File: src/rtl/regfile_wb_if.sv
// ---------------------------------------------------------------------------
// regfile_wb_if
// Bundles the write-back, issue and read-port signals of regfile_wb.
//   master : drives write-back, issue and read addresses; receives read data,
//            busy bits and the write-back pending flag.
//   slave  : the register file side.
// Signals:
//   wb_valid/wb_addr/wb_data    write request from the write-data selector
//   iss_valid/iss_addr          decode issue that marks a destination busy
//   rd_addr_a/rd_addr_b         read addresses
//   rd_data_a/rd_data_b         combinational read data
//   busy_a/busy_b               scoreboard bits for the read addresses
//   wb_pend                     staged write awaiting commit
// ---------------------------------------------------------------------------
interface regfile_wb_if #(
    parameter int DATAWIDTH = 16,
    parameter int ADDRWIDTH = 4
);
    logic                 wb_valid;
    logic [ADDRWIDTH-1:0] wb_addr;
    logic [DATAWIDTH-1:0] wb_data;
    logic                 iss_valid;
    logic [ADDRWIDTH-1:0] iss_addr;
    logic [ADDRWIDTH-1:0] rd_addr_a;
    logic [ADDRWIDTH-1:0] rd_addr_b;
    logic [DATAWIDTH-1:0] rd_data_a;
    logic [DATAWIDTH-1:0] rd_data_b;
    logic                 busy_a;
    logic                 busy_b;
    logic                 wb_pend;

    modport master (
        output wb_valid, wb_addr, wb_data,
        output iss_valid, iss_addr,
        output rd_addr_a, rd_addr_b,
        input  rd_data_a, rd_data_b, busy_a, busy_b, wb_pend
    );

    modport slave (
        input  wb_valid, wb_addr, wb_data,
        input  iss_valid, iss_addr,
        input  rd_addr_a, rd_addr_b,
        output rd_data_a, rd_data_b, busy_a, busy_b, wb_pend
    );
endinterface

File: src/rtl/regfile_wb.sv
// ---------------------------------------------------------------------------
// regfile_wb
// Write-back register file for the 16-bit datapath. A write is staged for one
// cycle in a write-back register, then committed to a 16-entry array. Two
// combinational read ports bypass from the staged write. A per-register busy
// scoreboard marks destinations of issued instructions until their commit.
// Ports:
//   clk    rising-edge clock
//   rst_n  asynchronous active-low reset
//   bus    regfile_wb_if.slave (write-back, issue, read ports, status)
// ---------------------------------------------------------------------------
module regfile_wb #(
    parameter int DATAWIDTH = 16,
    parameter int ADDRWIDTH = 4
) (
    input  logic          clk,
    input  logic          rst_n,
    regfile_wb_if.slave   bus
);
    localparam int NREGS = 2 ** ADDRWIDTH;

    logic [DATAWIDTH-1:0] regs_q [NREGS];
    logic [DATAWIDTH-1:0] regs_d [NREGS];
    logic                 pend_valid_q, pend_valid_d;
    logic [ADDRWIDTH-1:0] pend_addr_q,  pend_addr_d;
    logic [DATAWIDTH-1:0] pend_data_q,  pend_data_d;
    logic [NREGS-1:0]     busy_q,       busy_d;

    // Staged write takes priority over the array so a read sees the newest
    // value while its commit is still one edge away.
    function automatic logic [DATAWIDTH-1:0] read_port(
        input logic [ADDRWIDTH-1:0] addr,
        input logic [DATAWIDTH-1:0] arr_word,
        input logic                 stg_valid,
        input logic [ADDRWIDTH-1:0] stg_addr,
        input logic [DATAWIDTH-1:0] stg_data
    );
        if (stg_valid && (stg_addr == addr)) begin
            return stg_data;
        end
        return arr_word;
    endfunction

    always_comb begin
        regs_d       = regs_q;
        pend_valid_d = bus.wb_valid;
        pend_addr_d  = pend_addr_q;
        pend_data_d  = pend_data_q;
        busy_d       = busy_q;

        // Commit of the previously staged write.
        if (pend_valid_q) begin
            regs_d[pend_addr_q] = pend_data_q;
            busy_d[pend_addr_q] = 1'b0;
        end

        // Issue is applied after the commit clear so that a same-register
        // set and clear on one edge leaves the register busy.
        if (bus.iss_valid) begin
            busy_d[bus.iss_addr] = 1'b1;
        end

        if (bus.wb_valid) begin
            pend_addr_d = bus.wb_addr;
            pend_data_d = bus.wb_data;
        end
    end

    always_ff @(posedge clk or negedge rst_n) begin
        if (!rst_n) begin
            for (int i = 0; i < NREGS; i++) begin
                regs_q[i] <= '0;
            end
            pend_valid_q <= 1'b0;
            pend_addr_q  <= '0;
            pend_data_q  <= '0;
            busy_q       <= '0;
        end else begin
            regs_q       <= regs_d;
            pend_valid_q <= pend_valid_d;
            pend_addr_q  <= pend_addr_d;
            pend_data_q  <= pend_data_d;
            busy_q       <= busy_d;
        end
    end

    assign bus.rd_data_a = read_port(bus.rd_addr_a, regs_q[bus.rd_addr_a],
                                     pend_valid_q, pend_addr_q, pend_data_q);
    assign bus.rd_data_b = read_port(bus.rd_addr_b, regs_q[bus.rd_addr_b],
                                     pend_valid_q, pend_addr_q, pend_data_q);
    assign bus.busy_a    = busy_q[bus.rd_addr_a];
    assign bus.busy_b    = busy_q[bus.rd_addr_b];
    assign bus.wb_pend   = pend_valid_q;

endmodule

File: src/flat_wrapper.sv
// flat-port wrapper written by rule: the top's interface ports become plain ports
module regfile_wb_flat 
#(
    parameter int DATAWIDTH = 16,
    parameter int ADDRWIDTH = 4
)
  (clk, rst_n, bus_wb_valid, bus_wb_addr, bus_wb_data, bus_iss_valid, bus_iss_addr, bus_rd_addr_a, bus_rd_addr_b, bus_rd_data_a, bus_rd_data_b, bus_busy_a, bus_busy_b, bus_wb_pend);
  regfile_wb_if #(.DATAWIDTH(DATAWIDTH), .ADDRWIDTH(ADDRWIDTH)) bus_i ();
  input  logic clk;
  input  logic rst_n;
  input wire logic [$bits(bus_i.wb_valid)-1:0] bus_wb_valid;
  input wire logic [$bits(bus_i.wb_addr)-1:0] bus_wb_addr;
  input wire logic [$bits(bus_i.wb_data)-1:0] bus_wb_data;
  input wire logic [$bits(bus_i.iss_valid)-1:0] bus_iss_valid;
  input wire logic [$bits(bus_i.iss_addr)-1:0] bus_iss_addr;
  input wire logic [$bits(bus_i.rd_addr_a)-1:0] bus_rd_addr_a;
  input wire logic [$bits(bus_i.rd_addr_b)-1:0] bus_rd_addr_b;
  output wire logic [$bits(bus_i.rd_data_a)-1:0] bus_rd_data_a;
  output wire logic [$bits(bus_i.rd_data_b)-1:0] bus_rd_data_b;
  output wire logic [$bits(bus_i.busy_a)-1:0] bus_busy_a;
  output wire logic [$bits(bus_i.busy_b)-1:0] bus_busy_b;
  output wire logic [$bits(bus_i.wb_pend)-1:0] bus_wb_pend;
  assign bus_i.wb_valid = bus_wb_valid;
  assign bus_i.wb_addr = bus_wb_addr;
  assign bus_i.wb_data = bus_wb_data;
  assign bus_i.iss_valid = bus_iss_valid;
  assign bus_i.iss_addr = bus_iss_addr;
  assign bus_i.rd_addr_a = bus_rd_addr_a;
  assign bus_i.rd_addr_b = bus_rd_addr_b;
  assign bus_rd_data_a = bus_i.rd_data_a;
  assign bus_rd_data_b = bus_i.rd_data_b;
  assign bus_busy_a = bus_i.busy_a;
  assign bus_busy_b = bus_i.busy_b;
  assign bus_wb_pend = bus_i.wb_pend;
  regfile_wb #(.DATAWIDTH(DATAWIDTH), .ADDRWIDTH(ADDRWIDTH)) u_core (.clk(clk), .rst_n(rst_n), .bus(bus_i));
endmodule
File: config.mk
export PLATFORM = sky130hd
export DESIGN_NAME = regfile_wb_flat
export DESIGN_NICKNAME = d
export VERILOG_FILES = /design/src/rtl/regfile_wb_if.sv /design/src/rtl/regfile_wb.sv /design/src/flat_wrapper.sv
export SDC_FILE = /design/constraint.sdc
export NUM_CORES = 1
export LEC_CHECK = 0
export ABC_CLOCK_PERIOD_IN_PS = 2300
export CAP_MARGIN = 20
export CORE_MARGIN = 3
export CORE_UTILIZATION = 45
export DETAILED_ROUTE_END_ITERATION = 12
export GPL_ROUTABILITY_DRIVEN = 0
export GPL_TIMING_DRIVEN = 0
export SLEW_MARGIN = 0
export SYNTH_ARGS = -nofsm -noshare
export SYNTH_HDL_FRONTEND = slang
export SYNTH_SLANG_ARGS = --single-unit
File: constraint.sdc
create_clock -name clk -period 2.3 [get_ports clk]
set_input_delay 0.23 -clock clk [delete_from_list [all_inputs] [get_ports clk]]
set_output_delay 0.23 -clock clk [all_outputs]
set_load 0.02 [all_outputs]
# Yosys cells after proc, flatten, opt, wreduce, memory -nomap -nowiden
# Index checks and enable logic that the tools add are counted.
# Widths: inputs -> output; s select.
[totals] reg_bits=293 word_cells=68
[op_classes] magnitude_cmp=10 eq_ne=2 n_mux=25 bitwise=6 n_reduce_logical=5
[ops] cell="$bwmux 256" count=1
[ops] cell="$mux 16" count=11
[ops] cell="$bmux 16 s4" count=2
[ops] cell="$demux 16 s4" count=1
[ops] cell="$lt 4x5->1 const B" count=4
[ops] cell="$and 16x16->16" count=1
[ops] cell="$not 16->16" count=1
[ops] cell="$or 16x16->16" count=1
[ops] cell="$ge 5x5->1 const B" count=3
[ops] cell="$not 4->5" count=3
[ops] cell="$bmux 1 s4" count=2
[ops] cell="$demux 1 s4" count=2
[ops] cell="$eq 4x4->1" count=2
[ops] cell="$ge 4x1->1 const B" count=2
[ops] cell="$mux 1" count=6
[ops] cell="$logic_and 1x1->1" count=5
[ops] cell="$lt 5x1->1 const B" count=1

# Logic depth before layout (Yosys ltp)
[depth] depth_word=9 depth_mapped=7 mapped_depth_nobuf=4

# Worst setup path after synthesis
# OpenSTA, ideal clock, no wires.
[synth_path] path_type="flip-flop to output port" from="register u_core.pend_addr_q[2]" to="output port bus_rd_data_b[10]" t_arrival_ps=1765 t_required_ps=2070 slack_ps=305 stages_incl_launch_ff=6 path_buffers=2 path_cell_list="dfrtp_1 > buf_2 > xor2_1 > nor4_4 > buf_4 > mux2_2"
[synth_between] elab_chain_len=4
[synth_rtl] item="from (decl)" line="regfile_wb.sv:25" rtl="logic [ADDRWIDTH-1:0] pend_addr_q, pend_addr_d;"
[synth_rtl] item="from (signal assigned)" line="regfile_wb.sv:81" rtl="pend_addr_q <= pend_addr_d;"
[synth_rtl] item="$eq 4x4->1" line="regfile_wb.sv:38" rtl="if (stg_valid && (stg_addr == addr)) begin"
[synth_rtl] item="$logic_and 1x1->1" line="regfile_wb.sv:38"
[synth_rtl] item="$mux 1" line="regfile_wb.sv:38"
[synth_rtl] item="$mux 16" line="regfile_wb.sv:41" rtl="return arr_word;"
[synth_rtl] item="to (decl)" line="flat_wrapper.sv:19" rtl="output wire logic [$bits(bus_i.rd_data_b)-1:0] bus_rd_data_b;"
# No other way between the ends.

# Final worst setup path
[layout_path] from="register u_core.regs_q[21] (netlist bit)" to="output port bus_rd_data_a[5]"
[layout_between] elab_chain_len=4
[layout_rtl] item="from (decl)" line="regfile_wb.sv:22" rtl="logic [DATAWIDTH-1:0] regs_q [NREGS];"
[layout_rtl] item="from (signal assigned)" line="regfile_wb.sv:79" rtl="regs_q <= regs_d;"
[layout_rtl] item="$bmux 16 s4" line="regfile_wb.sv:87" rtl="assign bus.rd_data_a = read_port(bus.rd_addr_a, regs_q[bus.rd_addr_a],"
[layout_rtl] item="$mux 16 (not written as such) (2 in a row)" line="regfile_wb.sv:87"
[layout_rtl] item="$mux 16" line="regfile_wb.sv:41"
[layout_rtl] item="to (decl)" line="flat_wrapper.sv:18" rtl="output wire logic [$bits(bus_i.rd_data_a)-1:0] bus_rd_data_a;"
# No other way between the ends. The select of a mux whose other input is x is not followed.

==> metrics.md <==
| Metric | Value |
|---|---|
| Net Sw Frac | 29.9% |
| Fin. max-slew vios | 0 |
| Vias per Instance | 6.04 |
| H-tree levels | 2 |
| Final hold vios | 0 |
| Core Footprint | 0.0347 sq mm |
| Clock Latency Late Sink | 0.51 ns |
| R2R depth | 6 |
| Power density of the placed cells | 1130 mW/mm^2 |
| Setup repair after global routing missed its margin | yes |
| Status | finished, violations left |
| Port Buf Inserts | 66 |
| Cell variety after synth | 25 |
| Worst Hold Depth | 1 |
| # IOs | 71 |
| Avg Cell Area, Syn | 15.6 sq um |
| Met3 Use GR | 3.23% |
| Clk pwr share | 25.1% |
| DP HPWL | 31,100 microns |
| Post-synthesis mux area share | 47.5% |
| Util after Layout | 54.4% |
| Root Driver | clkbuf_16 |
| Ys Warns | 0 |
| Power, Total | 21.3 mW |
| Worst Tran Pin Value | 1.03 ns |
| CTS buffer count | 35 |
| ANT cells | 0 |
| Routed via count | 9,761 |
| Crit path DAT | 2.29 ns |
| # setup viols final | 32 |
| Rows | 68 |
| Clock Tree Buf Depth | 3 |
| CP Launch Type | register |
| Initial DRT Pass Iterations | 4 |
| Mapped cell area | 0.0159 sq mm |
| Seq pwr share | 40.4% |
| Crit path launch | u_core.regs_q[21] |
| Switch Pwr | 6.37 mW |
| Antenna violations before repair | 0 |
| Busiest grt layer | met2 |
| Period utilization | 109% |
| Global-route wire length before repair | 69,200 microns |
| Chip width | 194 microns |
| Flops & latches, synth | 293 |
| Final worst slack | -0.216 ns |
| Synth Area in XOR/XNOR | 0.441% |
| Synthesized Nets | 1,055 |
| Largest net degree at the start of global routing | 117 |
| Post-synthesis simple-gate area fraction | 1.66% |
| DRT iter0 DRCs | 528 |
| Post-DP Area | 0.0172 sq mm |
| Worst Setup End Kind | output port |
| Total GRT Usage | 24.6% |
| Synth-to-layout area growth | 18.8% |
| Worst Path Max Fanout | 3 |
| Hold slack | 0.234 ns |
| Synth Area in Compound Gates | 0.874% |
| Routed length per placed instance | 28.3 microns |
| Clock tree sinks | 293 |
| Fraction of layout cells with a size suffix above 1 | 55.4% |
| DRT Wirelength | 45,700 microns |
| R2r startpoint | u_core.pend_addr_q[3] |
| Starting density of the core | 45.8% |
| Vert. Die Dim | 194 microns |
| Worst Setup EP | bus_rd_data_a[5] |
| Number of fill cells in the layout | 2,878 |
| CTS clk-pin slew, worst paths | 0.06 ns |
| Max VDD drop | 660 uV |
| Max-cap viol count | 0 |
| R2R setup slack | 0.08 ns |
| Required @ worst endpoint | 2.07 ns |
| Die footprint | 0.0376 sq mm |
| HP Class | input port to register |
| Main combinational cell family by area after synthesis | multiplexers |
| Register area share after synthesis | 46.1% |
| Skew final | 0.0135 ns |
| CTS tree | yes |
| Minimum clock period | 2.52 ns |
| Synth Area in Adders | 0% |
| Worst reg2reg endpoint | u_core.regs_q[171] |
| Max frequency | 397 MHz |
| Leakage | 7.96 nW |
| Vias in the first global route | 10,585 |
| Routed Antenna Nets | 0 |
| GR met1 Demand/Resource | 34.0% |
| Comb pwr share | 34.5% |
| Met2 Track Usage GR | 41.3% |
| Relative slew margins | 31.1% |
| Final instance area | 0.0189 sq mm |
| Critical path class | register to output port |
| Failing checks | setup timing |
| Remaining DRCs | 0 |
| Gate Count Post-Synth | 1,019 |
| Internal power consumption | 14.9 mW |
| GRT Residual Overflow | 0 |
| Final-stage net count | 1,178 |
==> flip-flops by register name, indices dropped and copies added (netlist names) <==
| signal | cells |
|---|---|
| u_core.regs_q | 256 |
| u_core.busy_q | 16 |
| u_core.pend_data_q | 16 |
| u_core.pend_addr_q | 4 |
| u_core.bus.wb_pend | 1 |
==> what timing repair did <==
action / 4_1_cts / 5_1_grt
hold buffers: 1 / 0
setup endpoints to repair: 147 / 101
pin swaps: 6 / 5
resized for setup: 337 / 25
hold endpoints to repair: 85 / 0
buffers inserted: 11 / 9
gates cloned: 2 / 0
==> layout by cell type, fill, tap and decap left out, types with 6 or more instances in the layout <==
cell type	n
dfrtp_1	290
mux2_2	276
mux4_2	136
mux2i_1	90
buf_6	43
clkbuf_1	42
clkbuf_16	37
mux2_4	32
clkdlybuf4s50_1	29
buf_2	28
buf_4	27
o21ai_0	20
nand2_1	11
nor2_4	9
clkbuf_8	9
nand2b_1	8
clkbuf_2	7
nand3b_1	6
buf_12	6
mux2i_2	6
==> worst min path at each step <==
| stage | to | slack, ns | from |
|---|---|---|---|
| global placement | u_core.busy_q[8] | 0.48 | u_core.busy_q[8] |
| detailed placement | u_core.regs_q[236] | 0.28 | rst_n |
| finish | u_core.bus.wb_pend | 0.23 | bus_wb_valid |
| floorplan | u_core.bus.wb_pend | -0.07 | rst_n |
| CTS | u_core.bus.wb_pend | 0.22 | bus_wb_valid |
| global route | u_core.bus.wb_pend | 0.24 | bus_wb_valid |
==> cells by family after synthesis <==
logic type | after synthesis
compound gates | 25
xor+xnor | 8
buf+inv | 106
flops | 293
mux | 542
simple gates | 45
==> per-layer routing <==
layer / part of all wire (%) / vias up
met5: 0 / -
met1: 44 / 5275
met2: 50 / 267
met4: 2.6 / 0
met3: 4.1 / 71
li1: - / 4148
==> power groups by stage <==
stage                     combinational, mW  sequential [mW]  clock (mW)
after floorplan                        5.12             8.14           0
after global placement                 6.85             8.50           0
after detailed placement               6.99             8.61           0
after CTS                              7.38             8.54        5.44
after global routing                   7.83             8.87        5.66
final                                  7.35             8.60        5.33
==> per-stage QoR <==
stage          setup TNS [ns]  worst slack, ns  cells
2_1_floorplan               0            0.305   1019
3_3_place_gp         -3653.19           -12.21   1540
3_5_place_dp           -84.98            -1.67   1543
4_1_cts                -13.99           -0.256   1610
5_1_grt                 -7.55           -0.262   1617
6_report                -5.96           -0.216   1617
==> synth_stat cells, drive strengths merged <==
| cell | number | share of area, % |
|---|---|---|
| mux2 | 308 | 22 |
| dfrtp | 293 | 46 |
| mux4 | 138 | 20 |
| mux2i | 96 | 6.0 |
| buf | 63 | 2.3 |
| clkbuf | 42 | 0.99 |
| o21ai | 20 | 0.63 |
| nand2 | 12 | 0.28 |
| nor2 | 11 | 0.26 |
| nand2b | 9 | 0.35 |
| nand3b | 6 | 0.28 |
| xor2 | 6 | 0.33 |
| o31ai | 4 | 0.19 |
| nand3 | 3 | 0.094 |
| nor4 | 2 | 0.27 |
| xnor2 | 2 | 0.11 |
| inv | 1 | 0.024 |
| nor2b | 1 | 0.039 |
| nor3b | 1 | 0.079 |
| o32ai | 1 | 0.055 |
==> final cells by class <==
cell class / instances / area (sq um) / share of cell area (%)
Clock inverter: 4 / 20.0 / 0.106
Buffer: 99 / 631 / 3.34
Sequential cell: 293 / 7340 / 38.8
Timing Repair Buffer: 92 / 1000 / 5.31
Multi-Input combinational cell: 620 / 8250 / 43.7
Clock buffer: 53 / 1080 / 5.70
Tap cell: 455 / 569 / 3.01
Inverter: 1 / 3.75 / 0.0199
==> critical path: stages (launching register included) <==
cell	delay, ns
dfrtp_1	0.40
mux4_2	0.47
mux2i_1	0.30
mux2i_1	0.14
mux2_4	0.32
buf_6	0.14
Note: power is estimated with default switching activity, not from simulation.
